$ cat src/rtl/tdm_mux4_tx.sv
// rtl/tdm_mux4_tx.sv - four-channel TDM transmitter with slot select and frame handshakes
module tdm_mux4_tx #(
  parameter int W           = 1,
  parameter int SLOT_CYCLES = 1,
  parameter bit CONTINUOUS  = 1'b0
) (
  input  logic         clk,
  input  logic         rst,
  input  logic         start,
  input  logic [W-1:0] i0,
  input  logic [W-1:0] i1,
  input  logic [W-1:0] i2,
  input  logic [W-1:0] i3,
  output logic [W-1:0] o,
  output logic [1:0]   s,
  output logic         valid,
  output logic         frame,
  output logic         busy,
  output logic         done
);

  typedef enum logic {
    IDLE = 1'b0,
    SEND = 1'b1
  } state_e;

  localparam logic [7:0] DWELL_LAST = 8'(SLOT_CYCLES - 1);

  state_e              state_q, state_d;
  logic [3:0][W-1:0]   snap_q, snap_d;
  logic [1:0]          slot_q, slot_d;
  logic [7:0]          dwell_q, dwell_d;
  logic [W-1:0]        o_q, o_d;
  logic [1:0]          s_q, s_d;
  logic                valid_q, valid_d;
  logic                frame_q, frame_d;
  logic                done_q, done_d;

  // State, snapshot, counters and the output flops; reset aborts any frame at once.
  always_ff @(posedge clk or posedge rst) begin
    if (rst) begin
      state_q <= IDLE;
      snap_q  <= '0;
      slot_q  <= '0;
      dwell_q <= '0;
      o_q     <= '0;
      s_q     <= '0;
      valid_q <= 1'b0;
      frame_q <= 1'b0;
      done_q  <= 1'b0;
    end else begin
      state_q <= state_d;
      snap_q  <= snap_d;
      slot_q  <= slot_d;
      dwell_q <= dwell_d;
      o_q     <= o_d;
      s_q     <= s_d;
      valid_q <= valid_d;
      frame_q <= frame_d;
      done_q  <= done_d;
    end
  end

  // Next state plus the output values for the coming cycle, so every output is a flop.
  always_comb begin
    state_d = state_q;
    snap_d  = snap_q;
    slot_d  = slot_q;
    dwell_d = dwell_q;
    case (state_q)
      IDLE: begin
        if (start) begin
          state_d = SEND;
          snap_d  = {i3, i2, i1, i0};
          slot_d  = 2'd0;
          dwell_d = 8'd0;
        end
      end
      SEND: begin
        // done_q marks the final cycle of slot 3: the only point where start is honoured.
        if (done_q) begin
          slot_d  = 2'd0;
          dwell_d = 8'd0;
          if (CONTINUOUS || start) begin
            snap_d = {i3, i2, i1, i0};
          end else begin
            state_d = IDLE;
          end
        end else if (dwell_q == DWELL_LAST) begin
          dwell_d = 8'd0;
          slot_d  = slot_q + 2'd1;
        end else begin
          dwell_d = dwell_q + 8'd1;
        end
      end
      default: state_d = IDLE;
    endcase

    o_d     = '0;
    s_d     = 2'd0;
    valid_d = 1'b0;
    frame_d = 1'b0;
    done_d  = 1'b0;
    if (state_d == SEND) begin
      o_d     = snap_d[slot_d];
      s_d     = slot_d;
      valid_d = 1'b1;
      frame_d = (slot_d == 2'd0) && (dwell_d == 8'd0);
      done_d  = (slot_d == 2'd3) && (dwell_d == DWELL_LAST);
    end
  end

  assign o     = o_q;
  assign s     = s_q;
  assign valid = valid_q;
  assign busy  = valid_q;
  assign frame = frame_q;
  assign done  = done_q;

endmodule
$ cat config.mk
export PLATFORM = sky130hd
export DESIGN_NAME = tdm_mux4_tx
export DESIGN_NICKNAME = d
export VERILOG_FILES = /design/src/rtl/tdm_mux4_tx.sv
export SDC_FILE = /design/constraint.sdc
export NUM_CORES = 1
export LEC_CHECK = 0
export CAP_MARGIN = 25
export CELL_PAD_IN_SITES_DETAIL_PLACEMENT = 1
export CELL_PAD_IN_SITES_GLOBAL_PLACEMENT = 1
export CORE_ASPECT_RATIO = 1.4
export CORE_MARGIN = 8
export CORE_UTILIZATION = 45
export CTS_CLUSTER_DIAMETER = 60
export CTS_CLUSTER_SIZE = 10
export DETAILED_ROUTE_END_ITERATION = 16
export PLACE_DENSITY = 0.84
export SLEW_MARGIN = 20
export SYNTH_ARGS = -nofsm -noshare
export SYNTH_HDL_FRONTEND = slang
export SYNTH_SLANG_ARGS = --single-unit
$ cat constraint.sdc
create_clock -name clk -period 4.9 [get_ports clk]
set_input_delay 0.98 -clock clk [delete_from_list [all_inputs] [get_ports clk]]
set_output_delay 0.98 -clock clk [all_outputs]
set_load 0.005 [all_outputs]
Word-level counts from Yosys, hierarchy flattened --
Cells that the tools add are included.
Cells by class: reduce and logical (&&, ||, !) cells 5, bitwise gates (word level) 1, $lt $le $gt $ge 1, equal/unequal tests 1, add/sub/neg operators 2, mux-type cells 21
Operators by type and width (count):
- two-way mux 8 bit | 3
- zero test 8 bit | 2
- one-hot mux 8 bit (2 select lines) | 1
- adder 8 x 1 -> 8 bit, second input constant | 1
- two-way mux 2 bit | 4
- two-way mux 4 bit | 2
- one-hot mux 4 bit (2 select lines) | 1
- two-way mux 1 bit | 7
- one-hot mux 2 bit (2 select lines) | 1
- less-than comparator 2 x 3 -> 1 bit, second input constant | 1
- adder 2 x 1 -> 2 bit, second input constant | 1
- binary-select mux 1 bit (select 2 bit) | 1
- equality test 2 bit, second input constant | 1
- logical AND 1 bit | 2
- zero test 2 bit | 1
- one-hot mux 1 bit (2 select lines) | 1
- inverter 1 bit | 1
Word-level totals: output and inout bits 7, bits in registers 21

Longest topological paths before layout --
depth in word-level cells 7, mapped depth 8

Worst setup path before layout --
OpenSTA, ideal clock, no wires.
path type input port to flip-flop, from input start, to register o_q (netlist: o), required time 4778 ps, setup slack 2773 ps, library setup time 122 ps, data arrival time 2005 ps, path buffers 1, stages on the path 6, cell sequence nor2_1 clkbuf_1 inv_1 o311ai_0 o211ai_1 a32o_1
On the way: cells in the longest elaborated chain, start to end 6
RTL lines:
- from (decl) | RTL line 9 | input logic start,
- two-way mux 4 bit | RTL line 72, 84
- two-way mux 4 bit | RTL line 81 | if (done_q) begin
- one-hot mux 4 bit (2 select lines) | RTL line 70 | case (state_q)
- binary-select mux 1 bit (select 2 bit) | RTL line 105 | o_d = snap_d[slot_d];
- two-way mux 1 bit (implied by the code) | RTL line 105
- two-way mux 1 bit (*) | RTL line 104 | if (state_d == SEND) begin
- net o_d | RTL line 33 | logic [W-1:0] o_q, o_d;
- to (signal assigned) | RTL line 46 | o_q <= '0;
- to (signal assigned) | RTL line 56 | o_q <= o_d;
- to (decl) | RTL line 33
The timed path passes the listed nets; every way through them passes the cells marked *. The select of a mux whose other input is x is not followed.

Worst setup path in the final report --
Ends and elaborated chain as after synthesis.

==> run_results.csv <==
group,metric,value,unit
outcome,status,"completed",
cts,clk_pin_slew_worst_paths,0.11,ns
routing,routed_wirelength,2990,um
synth,syn_area_per_cell,9.15,sq um
final_layout,area_growth,11.7,%
synth,synthCells,129,
setup_path,endpoint,"o",
cts,clk_latency,0.30,ns
setup_path,reg2reg_depth,5,
setup_path,worstSetupPathType,"input pin to flip-flop",
sta,clock-skew-final,0.00872,ns
sta,clock.fmax,0.368,GHz
sta,slew_headroom,47.7,%
sta,setup_tns,0,ns
setup_path,critical_path.max_fanout,11,
die,die_x,59.3,um
sta,finalSetupViolations,0,
synth,muxShareOfSynthArea,2.86,%
synth,synth-compound-area-share,22.6,%
sta,hold_viol_final,0,
routing,drt-wirelength-per-cell,17.4,um
routing,via_count,1036,
setup_path,crit_required,5.09,ns
synth,yosysSeqAreaShare,42.4,%
sta,fin_crit_sh,55.5,%
setup_path,cp.arrival,2.91,ns
synth,synth-xor-area-share,0.742,%
cts,root_buffer,"clkbuf_4",
cts,post_cts_buffers,0,
synth,yosys_warnings,0,
pwr,p_per_area,486,nW/um^2
sta,slew_viol_final,0,
setup_path,cp-start-kind,"input pin",
setup_path,cp-startpoint,"start",
sta,fin_crit,2.72,ns
pwr,ir_worst_vdd,0.272,mV
grt,grt_overflow_total,0,
routing,drtPass1Iterations,4,
job,drv_cap,0,
grt,first_global_vias,1113,
place,post_dp_cell_area,1290,sq um
place,portBuffers,13,
grt,antenna_found_initial,0,
synth,yosys.area_share.adder,2.12,%
setup_path,regToRegEndpoint,"done",
synth,synthDistinctLibCells,38,
grt,grt_max_degree,21,
routing,remaining_drc_errors,0,
cts,ctsResizeCount,0,
die,row_count,22,
routing,drt_first_iter_violations,12,
final_layout,antenna_cells,0,
cts,cts_inserted_buffers,3,
cts,htreeDepth,1,
setup_path,end_kind,"flip-flop",
grt,grt_pass1_wl,5140,um
setup_path,regToRegStartpoint,"state_q",
final_layout,n_fill_cell,305,
sta,rsz0062_at_grt,"false",
cts,ctsHoldBuffers,0,
die,die_h,76.6,um
setup_path,r2r_setup_slack,2.76,ns
grt,grt_usage,14.3,%
die,ioPinCount,14,
die,core,2560,sq um
sta,tightest_slew,0.784,ns
cts,clk_path_buf_depth,2,
routing,detail-route-antenna-nets,0,
synth,synth_top_family_by_area,"compound AO/OA/AOI/OAI gates",
synth,synth-simple-area-share,22.3,%
synth,synth_area,1180,sq um
final_layout,nets,147,
die,start_util,46.1,%
sta,worst_hold_slack,0.552,ns
die,die_area,4540,sq um
synth,syn-num-nets,138,
hold_path,hold_class,"flip-flop to flip-flop",
pwr,cellLeakagePower,0.560,nW
routing,vias_per_cell,6.02,
final_layout,drive_above_1_share,6.62,%
cts,cts_sinks,20,
final_layout,fin_util,51.5,%
final_layout,finalInstanceArea,1320,sq um
place,hpwl,2260,um
synth,synth-seq-cells,20,
cts,cts_tree,"done",
place,gp_congestion,0.868,
==> metal layers <==
metal	vias to the layer above	share of wire [%]	global-route usage [%]
met5	-	0	0
met4	0	3.8	7.93
met3	10	1.9	2.20
met2	25	54	24.4
met1	514	40	15.9
li1	487	-	-
==> flip-flops by register name, indices dropped and copies added, names as in the netlist <==
| register | flops |
|---|---|
| s | 2 |
| slot_q | 2 |
| frame | 1 |
| o | 1 |
| state_q | 1 |
| done | 1 |
| snap_q | 4 |
| dwell_q | 8 |
==> cell families after synthesis <==
| logic type | count (synthesis) |
|---|---|
| xor gates and xnor gates | 1 |
| buffers and inverters | 15 |
| muxes | 3 |
| AOI/OAI and AO/OA | 42 |
| DFF | 20 |
| and+or+nand+nor | 46 |
| adders and majority gates | 2 |
==> metrics by stage <==
step / instances / setup WS [ns] / power, mW
floorplan: 129 / 2.77 / 0.469
global placement: 169 / 1.99 / 0.559
detailed placement: 169 / 1.85 / 0.567
CTS: 172 / 2.17 / 0.647
global route: 172 / 1.97 / 0.686
finish: 172 / 2.18 / 0.640
==> cells in the mapped netlist (all sizes together) <==
cell / number / share of area, %
dfrtp: 20 / 42
o21ai: 17 / 7.2
nand2: 14 / 4.5
inv: 6 / 1.9
nand3: 6 / 2.5
clkbuf: 5 / 1.6
nor2: 5 / 1.8
a21oi: 4 / 1.7
buf: 4 / 3.5
o31ai: 4 / 2.5
a31oi: 3 / 1.6
and3: 3 / 1.6
mux2: 3 / 2.9
nand2b: 3 / 1.6
nor3: 3 / 1.3
nor4: 3 / 2.9
a22oi: 2 / 1.3
ha: 2 / 2.1
nand4b: 2 / 1.5
nor3b: 2 / 1.7
o22ai: 2 / 1.1
o311ai: 2 / 1.5
o41ai: 2 / 1.5
or3: 2 / 1.1
a211o: 1 / 0.74
a211oi: 1 / 0.64
a21o: 1 / 0.64
a31o: 1 / 0.74
a32o: 1 / 0.85
and2: 1 / 0.53
and4b: 1 / 0.85
nor2b: 1 / 0.53
o211ai: 1 / 0.64
xnor2: 1 / 0.74
==> power breakdown <==
part | internal (mW) | switching (mW) | leakage, nW
clock | 0.0286 | 0.0485 | 0.0138
sequential | 0.214 | 0.0467 | 0.257
combinational | 0.144 | 0.159 | 0.290
==> cell type report <==
| type | count | area, sq um | area share (%) |
|---|---|---|---|
| Tap cell | 36 | 45.0 | 3.42 |
| Sequential cell | 20 | 500 | 38.0 |
| Timing Repair Buffer | 13 | 130 | 9.88 |
| Inverter | 6 | 22.5 | 1.71 |
| Clock buffer | 3 | 22.5 | 1.71 |
| Multi-Input combinational cell | 94 | 597 | 45.3 |
==> worst min path at each step <==
stage,from,end,cells past startpoint
2_1_floorplan,snap_q[0],snap_q[0],2
3_3_place_gp,snap_q[0],snap_q[0],2
3_5_place_dp,snap_q[2],snap_q[2],1
4_1_cts,snap_q[2],snap_q[2],1
5_1_grt,snap_q[1],snap_q[1],1
6_report,snap_q[1],snap_q[1],1
==> cell usage in the layout, fill, tap and decap left out, types with 4 or more instances in the layout <==
cell type / n
o31ai_1: 4
o21ai_0: 17
dfrtp_1: 20
clkdlybuf4s50_1: 13
inv_1: 6
nand3_1: 6
a21oi_1: 4
nor2_1: 4
nand2_1: 14
==> critical path: stages <==
cell	delay (ns)
clkdlybuf4s50_1	0.54
nor2_1	0.55
inv_1	0.15
o311ai_0	0.31
o211ai_1	0.16
a32o_1	0.22
No activity file was read; power rests on OpenSTA's default activity.
